===== src/rtl/mem_if_pkg.sv =====
// Shared encodings and defaults for the data-memory initiator slice.
// Constants and a helper function only; no latency and no backpressure.
// Holds the FSM state codes, the default bus widths and the LED register address.
package mem_if_pkg;

   localparam int ADDR_W_DEF = 16;
   localparam int DATA_W_DEF = 16;
   localparam logic [15:0] MMIO_LED_ADDR_DEF = 16'hBF00;

   localparam logic [2:0] IDLE   = 3'd0;
   localparam logic [2:0] SETUP  = 3'd1;
   localparam logic [2:0] STROBE = 3'd2;
   localparam logic [2:0] HOLD   = 3'd3;
   localparam logic [2:0] RESP   = 3'd4;

   function automatic int max3(input int a, input int b, input int c);
      int m;
      m = (a > b) ? a : b;
      return (m > c) ? m : c;
   endfunction

endpackage


===== src/rtl/mem_phase_counter.sv =====
// Phase timer: counts enabled cycles and pulses done on the tc-th cycle of a phase.
// done is combinational from the count, so a phase of tc cycles ends on its last edge.
// No backpressure; clear (or done) returns the count to zero, so it never wraps.
module mem_phase_counter #(
   parameter int CNT_W = 1
) (
   input  logic             clk,
   input  logic             rst_n,
   input  logic             en,
   input  logic             clear,
   input  logic [CNT_W-1:0] tc,
   output logic             done
);

   logic [CNT_W-1:0] cnt;

   assign done = en && (cnt == tc - CNT_W'(1));

   always_ff @(posedge clk or negedge rst_n) begin
      if (!rst_n) begin
         cnt <= '0;
      end else if (clear || done) begin
         cnt <= '0;
      end else if (en) begin
         cnt <= cnt + CNT_W'(1);
      end
   end

endmodule


===== src/rtl/data_mem_initiator.sv =====
// Load/store initiator for the data memory and LED register; optional LED_SHADOW_EN shadow.
// Latency: SETUP_CYC+STROBE_CYC+HOLD_CYC+1 cycles from accept to rsp_valid (4 by default).
// One request in flight; req_ready stays low until the response is taken on rsp_ready.
module data_mem_initiator
   import mem_if_pkg::*;
#(
   parameter int ADDR_W = ADDR_W_DEF,
   parameter int DATA_W = DATA_W_DEF,
`ifdef LED_SHADOW_EN
   parameter logic [ADDR_W-1:0] MMIO_LED_ADDR = ADDR_W'(MMIO_LED_ADDR_DEF),
`endif
   parameter int SETUP_CYC  = 1,
   parameter int STROBE_CYC = 1,
   parameter int HOLD_CYC   = 1
) (
   input  logic              clk,
   input  logic              rst_n,
   input  logic              req_valid,
   output logic              req_ready,
   input  logic              req_we,
   input  logic [ADDR_W-1:0] req_addr,
   input  logic [DATA_W-1:0] req_wdata,
   output logic              rsp_valid,
   input  logic              rsp_ready,
   output logic [DATA_W-1:0] rsp_rdata,
   output logic [ADDR_W-1:0] mem_address,
   output logic [DATA_W-1:0] mem_wdata,
   output logic              mem_write,
   input  logic [DATA_W-1:0] mem_rdata,
   output logic              busy
);

   localparam int CNT_W = $clog2(max3(SETUP_CYC, STROBE_CYC, HOLD_CYC) + 1);

   logic [2:0]        state;
   logic              we_q;
   logic              timed;
   logic              phase_done;
   logic [CNT_W-1:0]  tc;
   logic [DATA_W-1:0] load_data;

   assign busy  = (state != IDLE);
   assign timed = (state == SETUP) || (state == STROBE) || (state == HOLD);

   always_comb begin
      tc = CNT_W'(SETUP_CYC);
      if (state == STROBE) begin
         tc = CNT_W'(STROBE_CYC);
      end else if (state == HOLD) begin
         tc = CNT_W'(HOLD_CYC);
      end
   end

   mem_phase_counter #(.CNT_W(CNT_W)) u_phase_cnt (
      .clk   (clk),
      .rst_n (rst_n),
      .en    (timed),
      .clear (!timed),
      .tc    (tc),
      .done  (phase_done)
   );

`ifdef LED_SHADOW_EN
   logic [DATA_W-1:0] led_shadow;
   logic              led_hit;

   assign led_hit   = (mem_address == MMIO_LED_ADDR);
   assign load_data = led_hit ? led_shadow : mem_rdata;

   // Shadow tracks the LED register at the same point the strobe completes.
   always_ff @(posedge clk or negedge rst_n) begin
      if (!rst_n) begin
         led_shadow <= '0;
      end else if (state == STROBE && phase_done && we_q && led_hit) begin
         led_shadow <= mem_wdata;
      end
   end
`else
   assign load_data = mem_rdata;
`endif

   always_ff @(posedge clk or negedge rst_n) begin
      if (!rst_n) begin
         state       <= IDLE;
         req_ready   <= 1'b0;
         rsp_valid   <= 1'b0;
         rsp_rdata   <= '0;
         mem_address <= '0;
         mem_wdata   <= '0;
         mem_write   <= 1'b0;
         we_q        <= 1'b0;
      end else begin
         case (state)
            IDLE: begin
               if (req_valid && req_ready) begin
                  state       <= SETUP;
                  req_ready   <= 1'b0;
                  mem_address <= req_addr;
                  mem_wdata   <= req_wdata;
                  we_q        <= req_we;
               end else begin
                  req_ready <= 1'b1;
               end
            end
            SETUP: begin
               if (phase_done) begin
                  state     <= STROBE;
                  mem_write <= we_q;
               end
            end
            STROBE: begin
               if (phase_done) begin
                  state     <= HOLD;
                  mem_write <= 1'b0;
                  if (!we_q) begin
                     rsp_rdata <= load_data;
                  end
               end
            end
            HOLD: begin
               if (phase_done) begin
                  state     <= RESP;
                  rsp_valid <= 1'b1;
               end
            end
            RESP: begin
               if (rsp_ready) begin
                  state     <= IDLE;
                  rsp_valid <= 1'b0;
                  req_ready <= 1'b1;
               end
            end
            default: begin
               state <= IDLE;
            end
         endcase
      end
   end

endmodule


===== config.mk =====
export PLATFORM = sky130hd
export DESIGN_NAME = data_mem_initiator
export DESIGN_NICKNAME = d
export VERILOG_FILES = /design/src/rtl/mem_if_pkg.sv /design/src/rtl/mem_phase_counter.sv /design/src/rtl/data_mem_initiator.sv
export SDC_FILE = /design/constraint.sdc
export NUM_CORES = 1
export LEC_CHECK = 0
export BUFFER_PORTS_ARGS = -buffer_cell sky130_fd_sc_hd__buf_4
export CAP_MARGIN = 25
export CORE_AREA = 2 2 108 68
export CTS_CLUSTER_SIZE = 25
export DETAILED_ROUTE_END_ITERATION = 16
export DIE_AREA = 0 0 110 70
export GPL_ROUTABILITY_DRIVEN = 0
export PLACE_DENSITY = 0.71
export RECOVER_POWER = 25
export SETUP_SLACK_MARGIN = 0.05
export SLEW_MARGIN = 20
export SYNTH_ARGS = -nofsm -noshare
export SYNTH_HDL_FRONTEND = slang
export SYNTH_SLANG_ARGS = --single-unit

===== constraint.sdc =====
create_clock -name clk -period 2.4 [get_ports clk]
set_input_delay 0.6 -clock clk [delete_from_list [all_inputs] [get_ports clk]]
set_output_delay 0.6 -clock clk [all_outputs]
set_load 0.05 [all_outputs]

After elaboration in Yosys (flattened, before gate mapping)
Cells that the tools add are included.
{"block": "classes", "addsub": 1, "mul": 0, "div": 0, "order_cmp": 0, "eq_ne": 9, "shift": 0, "n_mux": 17, "n_bitwise": 2, "reduce_logical": 18}
{"op": "$mux W3", "n": 5}
{"op": "$pmux W3 S5", "n": 1}
{"op": "$reduce_and A3 Y1", "n": 3}
{"op": "$mux W1", "n": 8}
{"op": "$reduce_bool A2 Y1", "n": 4}
{"op": "$eq A3 B2 Y1 const B", "n": 2}
{"op": "$ne A2 B1 Y1 const B", "n": 3}
{"op": "$pmux W1 S2", "n": 3}
{"op": "$reduce_and A5 Y1", "n": 1}
{"op": "$ne A2 B2 Y1 const B", "n": 2}
{"op": "$reduce_and A2 Y1", "n": 2}
{"op": "$eq A3 B1 Y1 const B", "n": 1}
{"op": "$eq A3 B3 Y1 const B", "n": 1}
{"op": "$logic_not A3 Y1", "n": 1}
{"op": "$logic_or A1 B1 Y1", "n": 3}
{"op": "$reduce_bool A3 Y1", "n": 1}
{"op": "$logic_and A1 B1 Y1", "n": 2}
{"op": "$not A1 Y1", "n": 2}
{"op": "$add A1 B1 Y1 const B", "n": 1}
{"op": "$logic_not A1 Y1", "n": 1}
{"block": "totals", "reg_bits": 56, "latch_bits": 0, "ramBits": 0, "romBits": 0, "inputBits": 53, "output_inout_bits": 52, "word_cells": 56, "n_memories": 0}

Depth between registers and ports, before layout
{"block": "logic_depth", "depth_word": 6, "ltp_mapped": 5, "ltp_nobuf": 3}

By module
Synthesis repeated with hierarchy kept, for this count alone.
{"block": "hier_totals", "cells_unflattened": 147, "area_unflattened_um2": 2227.1}
{"module": "data_mem_initiator", "instances": 1, "cells_per_inst": 141, "area_per_inst_um2": 2163.3, "seq_area_each_um2": 1376.3}
{"module": "mem_phase_counter", "instances": 1, "cells_per_inst": 6, "area_per_inst_um2": 63.8, "seq_area_each_um2": 25.0}

Worst setup path before layout
Ideal clock, no wire load.
{"block": "synth_path", "path_type": "register -> register", "startpoint": "register state[1]", "endpoint": "register mem_address[0]", "setup_ns": 0.125, "arrival_time_ns": 1.636, "t_required_ns": 2.275, "slack_ns": 0.639, "stages_incl_launch_ff": 6, "n_path_buf": 2, "synth_period_minus_slack_ns": 1.761, "cell_sequence": "dfrtp_1 buf_6 or3_4 nor2_8 buf_12 mux2_4"}
{"block": "synth_between", "elab_chain_len": 2}
{"element": "from (decl)", "line_no": "data_mem_initiator.sv:35", "source": "logic [2:0] state;"}
{"element": "from (signal assigned)", "line_no": "data_mem_initiator.sv:84", "source": "state <= IDLE;"}
{"element": "from (signal assigned)", "line_no": "data_mem_initiator.sv:96", "source": "state <= SETUP;"}
{"element": "from (signal assigned)", "line_no": "data_mem_initiator.sv:107", "source": "state <= STROBE;"}
{"element": "$logic_not A3 Y1", "line_no": "data_mem_initiator.sv:93", "source": "case (state)"}
{"element": "$reduce_and A2 Y1 (no source line)"}
{"element": "to (signal assigned)", "line_no": "data_mem_initiator.sv:98", "source": "mem_address <= req_addr;"}
{"element": "to (decl)", "line_no": "data_mem_initiator.sv:26", "source": "output logic [ADDR_W-1:0] mem_address,"}
No other way between the ends.
A chain may end at the register's enable or synchronous reset.

Worst setup path after layout
{"block": "layout_path", "startpoint": "register state[1]", "endpoint": "output busy"}
{"block": "layout_between", "elab_chain_len": 1}
{"element": "$reduce_bool A3 Y1", "line_no": "data_mem_initiator.sv:42", "source": "assign busy = (state != IDLE);"}
{"element": "to (decl)", "line_no": "data_mem_initiator.sv:30", "source": "output logic busy"}
No other way between the ends.

==> impl_metrics.json <==
{
  "finalSetupViolCount": 0,
  "num_rows": 24,
  "yosysSeqAreaShare_pct": 60.5,
  "syn2layout_area_growth_pct": 40.6,
  "synthCells": 137,
  "syn-num-nets": 190,
  "path_buf_inv": 1,
  "avgSynthCellArea_um2": 16.9,
  "grt_pass1_wl_um": 7920,
  "grt_setup_unrepaired": "false",
  "worstSetupPathDepth": 2,
  "root_buffer": "clkbuf_8",
  "cp_cell_sequence": "or3_4 -> buf_4",
  "ioPinCount": 105,
  "antenna_left": 0,
  "synth_area_um2": 2310,
  "path_class": "reg2out",
  "dp_hpwl_um": 3490,
  "hold_class": "in2reg",
  "cts_buffers": 5,
  "clk_pin_slew_ns": 0.10,
  "dr.pass1.iters": 4,
  "cts_sinks": 56,
  "cap_viol_max_count": 0,
  "critPathArrivalTime_ns": 1.45,
  "skew_ns": 0.0117,
  "cp-end-kind": "primary output",
  "worst_ep_required_time_ns": 1.80,
  "postCtsSetupRepairBufs": 0,
  "overflow": 0,
  "drt_iter0_markers": 86,
  "min_from": "req_addr[12]",
  "cts_tree": "yes",
  "cp-endpoint": "busy",
  "slowest_delay_ns": 0.49,
  "worst_pin_slew_ns": 1.41,
  "core_um2": 6880,
  "fmax_ghz": 0.487,
  "routedWlPerCell_um": 14.6,
  "min_path_cells": 2,
  "viasPerCell": 4.32,
  "slew_headroom_pct": 6.20,
  "insertion_delay_ns": 0.31,
  "yosysTopAreaCell": "dfrtp_1",
  "min_period_ns": 2.05,
  "htreeDepth": 2,
  "portBuffers": 104,
  "cts_resized": 0,
  "dieArea_um2": 7700,
  "cts_hold_buf": 0,
  "critPathSlowestCell": "dfrtp_1",
  "final.setup.tns_ns": 0,
  "crit_path_max_fanout": 9,
  "report.final.slew_viol_count": 0,
  "fillCellCount": 620,
  "r2r_end": "mem_address[8]",
  "ys_types": 22,
  "ff2ff_path_depth": 4,
  "vias": 1457,
  "die_x_um": 110,
  "period_share_pct": 85.5,
  "outcome": "completed",
  "clock_path_buffers": 2,
  "wirelength_um": 4920,
  "fin_nets": 298,
  "grt_start_max_net_pins": 57,
  "synthTopCellsByArea": "dfrtp_1 61%, mux2_4 19%, mux2_2 10%, buf_12 2.6%, nor2_8 0.86%",
  "n_antenna_cell": 0,
  "yosysWarnings": 0,
  "hold_violations": 0,
  "crit_family": "flip-flops",
  "drc": 0,
  "crit_start": "state[1]",
  "die_h_um": 70,
  "start_util_pct": 33.7,
  "reg2reg_setup_slack_ns": 0.49,
  "synth-seq-cells": 56,
  "antenna_found_initial": 0,
  "drive_gt1_share_pct": 68.3,
  "yosys.area.top_type_share_pct": 60.5,
  "reg2reg_from": "state[1]",
  "grt_pass1_vias": 1571,
  "cp-start-kind": "flip-flop",
  "grt_use_total_pct": 13.5
}
[area by class of cell]
class	instances	area, um2	share of cell area [%]
clock buffer	6	82.6	2.54
clock inverter	2	15.0	0.461
inverter	1	3.75	0.115
multi-input combinational	75	833	25.6
sequential	56	1400	43.0
tap	91	114	3.50
timing repair buffer	106	806	24.8
[routing by layer]
metal	vias to the layer above	global-route usage, %	routed length (um)
met4	0	3.80	41
met2	79	19.1	2050
met3	5	6.54	613
li1	688	-	-
met5	-	0	0
met1	685	18.3	2210
[layout by cell type (no fill, tap or decap), drive strengths merged]
cell / Yosys / final
clkbuf: 0 / 7
xnor2: 1 / 1
buf: 5 / 105
or3: 1 / 1
nand2b: 1 / 1
conb: 1 / 1
nor2b: 1 / 1
nor4b: 1 / 1
clkinvlp: 0 / 2
nor3b: 1 / 1
a21oi: 2 / 2
nor2: 5 / 5
nand2: 5 / 5
a211oi: 1 / 1
mux2: 50 / 50
inv: 1 / 1
o31ai: 2 / 2
o21ai: 3 / 3
dfrtp: 56 / 56
[worst register-to-register path: cells and delay by family (launching register included)]
kind                   cells  cell delay, ns
multiplexers               1            0.31
AND/OR/NAND/NOR            2            0.75
flip-flops                 1            0.49
buffers and inverters      1            0.25
[worst min path at each step]
| stage | to | slack (ns) |
|---|---|---|
| after floorplan | mem_address[0] | 0.30 |
| after global placement | rsp_rdata[15] | 0.49 |
| after detailed placement | rsp_rdata[6] | 0.49 |
| after CTS | rsp_rdata[2] | 0.36 |
| after global routing | mem_address[12] | 0.48 |
| final | mem_address[12] | 0.51 |
[cells in the mapped netlist]
library cell,n
o21ai_0,3
nor4b_1,1
nand2_2,1
mux2_4,29
or3_4,1
buf_6,1
buf_12,3
nor2b_1,1
nand2b_1,1
o31ai_1,2
mux2_2,21
a21oi_1,2
xnor2_1,1
nor3b_2,1
inv_1,1
buf_2,1
nand2_1,4
nor2_1,4
dfrtp_1,56
nor2_8,1
conb_1,1
a211oi_1,1
[metrics by stage]
step / std cells / hold WS (ns) / setup WS, ns / cell area, um2 / utilization, %
4_1_cts: 337 / 0.355 / 0.327 / 3260 / 47.4
6_report: 337 / 0.509 / 0.347 / 3260 / 47.3
3_3_place_gp: 329 / 0.490 / 0.523 / 3160 / 46.0
3_5_place_dp: 329 / 0.494 / 0.470 / 3160 / 46.0
2_1_floorplan: 137 / 0.304 / 0.639 / 2310 / -
5_1_grt: 337 / 0.483 / 0.273 / 3260 / 47.3
[kinds of logic after synthesis]
| family | synth area share, % |
|---|---|
| flip-flops | 60.5 |
| multiplexers | 29.0 |
| AND/OR/NAND/NOR | 4.38 |
| AO/OA/AOI/OAI | 2.05 |
| buffers and inverters | 3.46 |
| XOR/XNOR | 0.378 |
| other | 0.162 |
[flip-flops by register name, summed over array words and instances, names as in the netlist]
signal	count
rsp_valid	1
req_ready	1
mem_wdata	16
we_q	1
rsp_rdata	16
mem_address	16
state	3
u_phase_cnt.cnt	1
mem_write	1
Power is not shown: default switching activity piles up to over one toggle a cycle in this logic, so the estimate is an artifact.
